`config.mk`:
```
export PLATFORM = sky130hd
export DESIGN_NAME = drra_call_sequencer_flat
export DESIGN_NICKNAME = d
export VERILOG_FILES = /design/src/rtl/drra_call_sequencer_if.sv /design/src/rtl/drra_call_sequencer.sv /design/src/flat_wrapper.sv
export SDC_FILE = /design/constraint.sdc
export NUM_CORES = 1
export LEC_CHECK = 0
export CAP_MARGIN = 25
export CELL_PAD_IN_SITES_DETAIL_PLACEMENT = 0
export CELL_PAD_IN_SITES_GLOBAL_PLACEMENT = 1
export CORE_UTILIZATION = 34
export CTS_BUF_LIST = sky130_fd_sc_hd__clkbuf_16
export CTS_CLUSTER_DIAMETER = 50
export CTS_CLUSTER_SIZE = 16
export DETAILED_ROUTE_END_ITERATION = 8
export PLACE_DENSITY = 0.86
export SETUP_SLACK_MARGIN = 0.05
export SYNTH_ARGS = -nofsm -noshare
export SYNTH_HDL_FRONTEND = slang
export SYNTH_SLANG_ARGS = --single-unit
```
`constraint.sdc`:
```
create_clock -name clk_in -period 2.3 [get_ports clk_in]
set_input_delay 0.23 -clock clk_in [delete_from_list [all_inputs] [get_ports clk_in]]
set_output_delay 0.23 -clock clk_in [all_outputs]
set_load 0.02 [all_outputs]
```
`src/rtl/drra_call_sequencer_if.sv`:
```
// Control/status and fabric call/ret bundle between the APB register block and the sequencer.
// Handshake: start, abort and irq_clr are single-cycle request pulses sampled on clk_in; start_err answers a rejected start one cycle later; call is a single-cycle pulse per cell and ret is a level whose rising edge marks completion.
interface drra_call_sequencer_if #(
  parameter int NUM_CELLS = 2,
  parameter int CNT_W     = 32
);
  logic                 start;
  logic                 abort;
  logic [NUM_CELLS-1:0] cell_mask;
  logic [CNT_W-1:0]     timeout_cycles;
  logic                 irq_en;
  logic                 irq_clr;
  logic [NUM_CELLS-1:0] ret;
  logic [NUM_CELLS-1:0] call;
  logic                 busy;
  logic                 done;
  logic                 timed_out;
  logic                 start_err;
  logic [NUM_CELLS-1:0] ret_status;
  logic [CNT_W-1:0]     cycle_count;
  logic                 irq;
  logic [2:0]           dbg_state;

  modport master (
    output start, abort, cell_mask, timeout_cycles, irq_en, irq_clr, ret,
    input  call, busy, done, timed_out, start_err, ret_status, cycle_count, irq, dbg_state
  );

  modport slave (
    input  start, abort, cell_mask, timeout_cycles, irq_en, irq_clr, ret,
    output call, busy, done, timed_out, start_err, ret_status, cycle_count, irq, dbg_state
  );
endinterface

```
`src/rtl/drra_call_sequencer.sv`:
```
// Launches staggered call pulses to the selected DRRA cells, collects their ret edges,
// counts run cycles, enforces an optional timeout and raises a maskable interrupt.
module drra_call_sequencer #(
  parameter int NUM_CELLS = 2,
  parameter int CNT_W     = 32
) (
  input logic                  clk_in,
  input logic                  reset_int,
  drra_call_sequencer_if.slave bus
);

  typedef enum logic [2:0] {
    S_IDLE    = 3'd0,
    S_LAUNCH  = 3'd1,
    S_RUN     = 3'd2,
    S_DONE    = 3'd3,
    S_TIMEOUT = 3'd4
  } state_t;

  state_t               r_state;
  state_t               w_next;
  logic [NUM_CELLS-1:0] r_mask;
  logic [NUM_CELLS-1:0] r_issued;
  logic [NUM_CELLS-1:0] r_ret_q;
  logic [NUM_CELLS-1:0] r_ret_status;
  logic [CNT_W-1:0]     r_cycle_count;
  logic                 r_irq_pend;
  logic                 r_start_err;

  logic                 w_busy;
  logic                 w_can_start;
  logic                 w_start_ok;
  logic                 w_start_bad;
  logic [NUM_CELLS-1:0] w_pending;
  logic [NUM_CELLS-1:0] w_pick;
  logic                 w_last_pick;
  logic [NUM_CELLS-1:0] w_captured;
  logic [NUM_CELLS-1:0] w_status_nx;
  logic                 w_complete;
  logic                 w_tmo_hit;
  logic                 w_enter_term;
  logic [NUM_CELLS-1:0] w_call;

  assign w_busy      = (r_state == S_LAUNCH) || (r_state == S_RUN);
  assign w_can_start = (r_state == S_IDLE) || (r_state == S_DONE) || (r_state == S_TIMEOUT);
  assign w_start_ok  = bus.start && w_can_start && (bus.cell_mask != '0);
  assign w_start_bad = bus.start && !w_start_ok;

  // Lowest set, not-yet-issued mask bit; isolating it keeps call one-hot.
  assign w_pending   = r_mask & ~r_issued;
  assign w_pick      = w_pending & (~w_pending + NUM_CELLS'(1));
  assign w_last_pick = ((w_pending & ~w_pick) == '0);

  // Only a rising ret on an issued, masked cell counts, so stale high levels are ignored.
  assign w_captured  = bus.ret & ~r_ret_q & r_mask & r_issued;
  assign w_status_nx = r_ret_status | w_captured;
  assign w_complete  = (w_status_nx == r_mask);
  assign w_tmo_hit   = (bus.timeout_cycles != '0) &&
                       (r_cycle_count == bus.timeout_cycles - CNT_W'(1));

  always_ff @(posedge clk_in or posedge reset_int) begin
    if (reset_int) r_state <= S_IDLE;
    else           r_state <= w_next;
  end

  always_comb begin
    w_next = r_state;
    w_call = '0;
    case (r_state)
      S_IDLE, S_DONE, S_TIMEOUT: begin
        if (w_start_ok) w_next = S_LAUNCH;
      end
      S_LAUNCH: begin
        w_call = w_pick;
        if (bus.abort)       w_next = S_IDLE;
        else if (w_complete) w_next = S_DONE;
        else if (w_tmo_hit)  w_next = S_TIMEOUT;
        else if (w_last_pick) w_next = S_RUN;
      end
      S_RUN: begin
        if (bus.abort)       w_next = S_IDLE;
        else if (w_complete) w_next = S_DONE;
        else if (w_tmo_hit)  w_next = S_TIMEOUT;
      end
      default: w_next = S_IDLE;
    endcase
  end

  assign w_enter_term = ((w_next == S_DONE) || (w_next == S_TIMEOUT)) && (w_next != r_state);

  always_ff @(posedge clk_in or posedge reset_int) begin
    if (reset_int) begin
      r_mask        <= '0;
      r_issued      <= '0;
      r_ret_q       <= '0;
      r_ret_status  <= '0;
      r_cycle_count <= '0;
      r_irq_pend    <= 1'b0;
      r_start_err   <= 1'b0;
    end else begin
      r_ret_q     <= bus.ret;
      r_start_err <= w_start_bad;
      if (w_start_ok) begin
        r_mask        <= bus.cell_mask;
        r_issued      <= '0;
        r_ret_status  <= '0;
        r_cycle_count <= '0;
      end else if (w_busy) begin
        r_issued     <= r_issued | w_call;
        r_ret_status <= w_status_nx;
        if (r_cycle_count != '1) r_cycle_count <= r_cycle_count + CNT_W'(1);
      end
      // Entry to a terminal state wins over a same-cycle clear.
      if (w_enter_term)     r_irq_pend <= 1'b1;
      else if (bus.irq_clr) r_irq_pend <= 1'b0;
    end
  end

  assign bus.call        = w_call;
  assign bus.busy        = w_busy;
  assign bus.done        = (r_state == S_DONE);
  assign bus.timed_out   = (r_state == S_TIMEOUT);
  assign bus.start_err   = r_start_err;
  assign bus.ret_status  = r_ret_status;
  assign bus.cycle_count = r_cycle_count;
  assign bus.irq         = r_irq_pend & bus.irq_en;
  assign bus.dbg_state   = r_state;

endmodule

```
`src/flat_wrapper.sv`:
```
// flat-port wrapper written by rule: the top's interface ports become plain ports
module drra_call_sequencer_flat 
#(
  parameter int NUM_CELLS = 2,
  parameter int CNT_W     = 32
)
  (clk_in, reset_int, bus_start, bus_abort, bus_cell_mask, bus_timeout_cycles, bus_irq_en, bus_irq_clr, bus_ret, bus_call, bus_busy, bus_done, bus_timed_out, bus_start_err, bus_ret_status, bus_cycle_count, bus_irq, bus_dbg_state);
  drra_call_sequencer_if #(.NUM_CELLS(NUM_CELLS), .CNT_W(CNT_W)) bus_i ();
  input logic clk_in;
  input logic reset_int;
  input wire logic [$bits(bus_i.start)-1:0] bus_start;
  input wire logic [$bits(bus_i.abort)-1:0] bus_abort;
  input wire logic [$bits(bus_i.cell_mask)-1:0] bus_cell_mask;
  input wire logic [$bits(bus_i.timeout_cycles)-1:0] bus_timeout_cycles;
  input wire logic [$bits(bus_i.irq_en)-1:0] bus_irq_en;
  input wire logic [$bits(bus_i.irq_clr)-1:0] bus_irq_clr;
  input wire logic [$bits(bus_i.ret)-1:0] bus_ret;
  output wire logic [$bits(bus_i.call)-1:0] bus_call;
  output wire logic [$bits(bus_i.busy)-1:0] bus_busy;
  output wire logic [$bits(bus_i.done)-1:0] bus_done;
  output wire logic [$bits(bus_i.timed_out)-1:0] bus_timed_out;
  output wire logic [$bits(bus_i.start_err)-1:0] bus_start_err;
  output wire logic [$bits(bus_i.ret_status)-1:0] bus_ret_status;
  output wire logic [$bits(bus_i.cycle_count)-1:0] bus_cycle_count;
  output wire logic [$bits(bus_i.irq)-1:0] bus_irq;
  output wire logic [$bits(bus_i.dbg_state)-1:0] bus_dbg_state;
  assign bus_i.start = bus_start;
  assign bus_i.abort = bus_abort;
  assign bus_i.cell_mask = bus_cell_mask;
  assign bus_i.timeout_cycles = bus_timeout_cycles;
  assign bus_i.irq_en = bus_irq_en;
  assign bus_i.irq_clr = bus_irq_clr;
  assign bus_i.ret = bus_ret;
  assign bus_call = bus_i.call;
  assign bus_busy = bus_i.busy;
  assign bus_done = bus_i.done;
  assign bus_timed_out = bus_i.timed_out;
  assign bus_start_err = bus_i.start_err;
  assign bus_ret_status = bus_i.ret_status;
  assign bus_cycle_count = bus_i.cycle_count;
  assign bus_irq = bus_i.irq;
  assign bus_dbg_state = bus_i.dbg_state;
  drra_call_sequencer #(.NUM_CELLS(NUM_CELLS), .CNT_W(CNT_W)) u_core (.clk_in(clk_in), .reset_int(reset_int), .bus(bus_i));
endmodule
```
==> impl_results.md <==
* Most used cell, CP: buf_4
* Peak supply drop at 535 uV
* P&R area growth vs syn at 71.8%
* CTS tree: done
* Clock Sinks at 45
* Slowest stage delay, CP at 370 ps
* Clk_lat worst skew at 290 ps
* Worst path required time at ~2500 ps
* Slew Limit Headroom at 57.0%
* Vias in the first global route at 3719
* Vias post-DR at 3775
* RD Place Congestion at 0.885
* Layout cell share with drive strength beyond 1 at 37.5%
* Largest net degree at the start of global routing at 23
* Failing checks: negative setup slack
* Post-synth EDFFs at 0
* Final Worst Setup Slack at -38.5 ps
* Wire length per cell at 15.5 um
* Final hold vios at 0
* Worst path slowest cell: a2111oi_4
* Hold buffers post-CTS at 0
* Die Ht at roughly 100 um
* 1st-iter DRT viols at approximately 170
* Critical path, cell by cell: clkdlybuf4s15_2 > nor4_4 > buf_4 > buf_4 > nand4_1 > buf_4 > nor3_4 > o21ai_2 > a2111oi_4 > nand4_2 > a2111oi_4 > buf_4 > a21o_1
* Worst Tran Pin Value at around 640 ps
* # fillers at 868
* R2R cell count at 9
* Initial DRT Pass Iterations at 4
* Die area at 0.0106 mm2
* F_max at about 0.43 GHz
* Synth cell types at 60
* H-tree depth at 2
* Worst R2R Setup Slack at 50 ps
* Remaining Overflow, GRT at 0
* Syn Nets at 437
* Data arrival, critical path at 2560 ps
* CTS buffer count at 5
* Starting density of the core at 35.2%
* Post-synthesis sequential area ratio at around a third
* Synthesized instance count at between 300 and 400
* Initial antenna violation count at 0
* Core Rows at 36
* Post-synth design cell area at ~0.0035 mm2
* Core Util, Final at approximately 60%
* CTS clk-pin slew, worst paths at 60 ps
* Slew Limit Fails at 0
* Mean Syn Cell Area at around 8.8 um2
* Final #Nets at 654
* Pleak at 0.00259 uW
* Post-route ant nets at 0
* Status: finished, violations left
* PortBufs at 85
* Die Wd at 103 um
* First-pass GRT wire length at around 17 mm
* Final worst-path cycle share at 102%
* Worst Hold Class: in -> async
* Critical path class: in -> reg
* Final setup fails at 4
* RSZ-0062 raised after global routing: true
* Ports at 86
* Minimum clock period at 2340 ps
* Worst-path maximum fanout at 4
* Worst setup EP type: flop
* Number of max-cap violations at 0
* CP startpoint kind: primary input
* Vias/cell at between 5 and 6
* Top-count cell post-synth: nor2_1
* DP Wirelength at 8.64 mm
* Cell area power density at 526 mW/mm2
* Synth cell count leaders: nor2_1 (62), dfrtp_1 (45), xnor2_1 (44), xor2_1 (29), nand2_1 (28)
* Clk buf depth at 2
* Clk_skew at 7.11 ps
* GRT Resource Usage Total at 21.5%
* Final WL at 11.5 mm
* Ant. Diodes at 0
* Top cells by area, synth: dfrtp_1 (33%), xnor2_1 (11%), xor2_1 (7.3%)
* Synthesis-stage register bit count at 45
* Synth area leader: dfrtp_1
* Post-synth ARST share at 100%
* Yosys top cell area share at 32.6%
* DRC errors left at 0
* CTS root buffer: clkbuf_16
* Most common flop cell mapped by yosys: dfrtp_1
* Synth Warn # at 0
* Total power at 3130 uW
* Core area at 0.00982 mm2
* Worst Hold Slack at ~150 ps
## layout by cell type (no fill, tap or decap), types with 8 or more instances in the layout
| cell | netlist | layout |
|---|---|---|
| a21oi_1 | 8 | 8 |
| buf_2 | 0 | 9 |
| buf_4 | 0 | 122 |
| buf_6 | 1 | 11 |
| clkdlybuf4s50_1 | 0 | 54 |
| dfrtp_1 | 45 | 37 |
| dfrtp_2 | 0 | 8 |
| dlygate4sd2_1 | 0 | 10 |
| inv_1 | 14 | 11 |
| nand2_1 | 28 | 24 |
| nand3_1 | 19 | 17 |
| nand4_1 | 12 | 12 |
| nor2_1 | 62 | 58 |
| nor4_4 | 5 | 9 |
| xnor2_1 | 44 | 39 |
| xor2_1 | 29 | 27 |
## final timing paths
path,endpoint,startpoint
hold reg to reg,u_core.r_issued[0],u_core.r_issued[0]
setup reg to reg,u_core.r_irq_pend,u_core.bus.cycle_count[2]
hold / removal,u_core.bus.cycle_count[8],reset_int
max in group asynchronous,u_core.r_issued[1],reset_int
min in group clk_in,u_core.r_ret_q[0],bus_ret[0]
setup / recovery,u_core.r_irq_pend,bus_timeout_cycles[19]
## area by class of cell
type | count | area, um2 | share of cell area, %
flip-flops and latches | 45 | 1140 | 19.1
multi-input cells | 325 | 2570 | 43.3
well taps | 133 | 166 | 2.80
clock buffers | 5 | 125 | 2.11
clock inverters | 3 | 41.3 | 0.695
inverters | 14 | 70.1 | 1.18
repair buffers | 218 | 1830 | 30.8
## critical path: cells and delay by family
kind	cells	cell delay, ps
AO/OA/AOI/OAI	4	780
buffers and inverters	5	830
AND/OR/NAND/NOR	4	700
## metrics by stage
| stage | area, um2 | instances | worst slack, ps | setup TNS [ps] |
|---|---|---|---|---|
| floorplan | 3530 | 392 | -87.4 | -414 |
| global placement | 5340 | 713 | -745 | -3010 |
| detailed placement | 5340 | 713 | -864 | -3480 |
| CTS | 5660 | 733 | -155 | -593 |
| global route | 5940 | 743 | -124 | -496 |
| finish | 5940 | 743 | -38.5 | -135 |
## per-layer routing
metal	vias to the layer above	track usage (%)	routed length (um)
met4	0	7.69	338
met5	-	0	0
met1	1818	26.6	4970
met2	106	37.9	5700
li1	1822	-	-
met3	29	3.19	504
## kinds of logic (layout without fill, tap and decap cells)
group | Yosys count | after routing | share of synthesized area [%]
mux | 5 | 5 | 1.45
xor+xnor | 73 | 73 | 18.5
compound gates | 47 | 47 | 10.9
simple gates | 197 | 197 | 33.0
fa+ha+maj | 3 | 3 | 1.09
flops | 45 | 45 | 32.6
buf+inv | 22 | 240 | 2.60
## registers in the layout (all words and copies together), names as in the netlist
name and cells:
u_core.bus.cycle_count 32, u_core.bus.dbg_state 3, u_core.bus.ret_status 2, u_core.r_issued 2, u_core.r_mask 2, u_core.r_ret_q 2, u_core.bus.start_err 1, u_core.r_irq_pend 1
## where the power goes
part | internal [uW] | switching (uW) | total (uW)
clock | 508 | 291 | 799
combinational | 628 | 704 | 1330
sequential | 886 | 109 | 994
## what timing repair did
action,CTS,global route
pin swaps,33,30
setup endpoints to repair,12,25
setup buffers,12,12
resized for setup,90,57
Note: power is estimated with default switching activity, not from simulation.
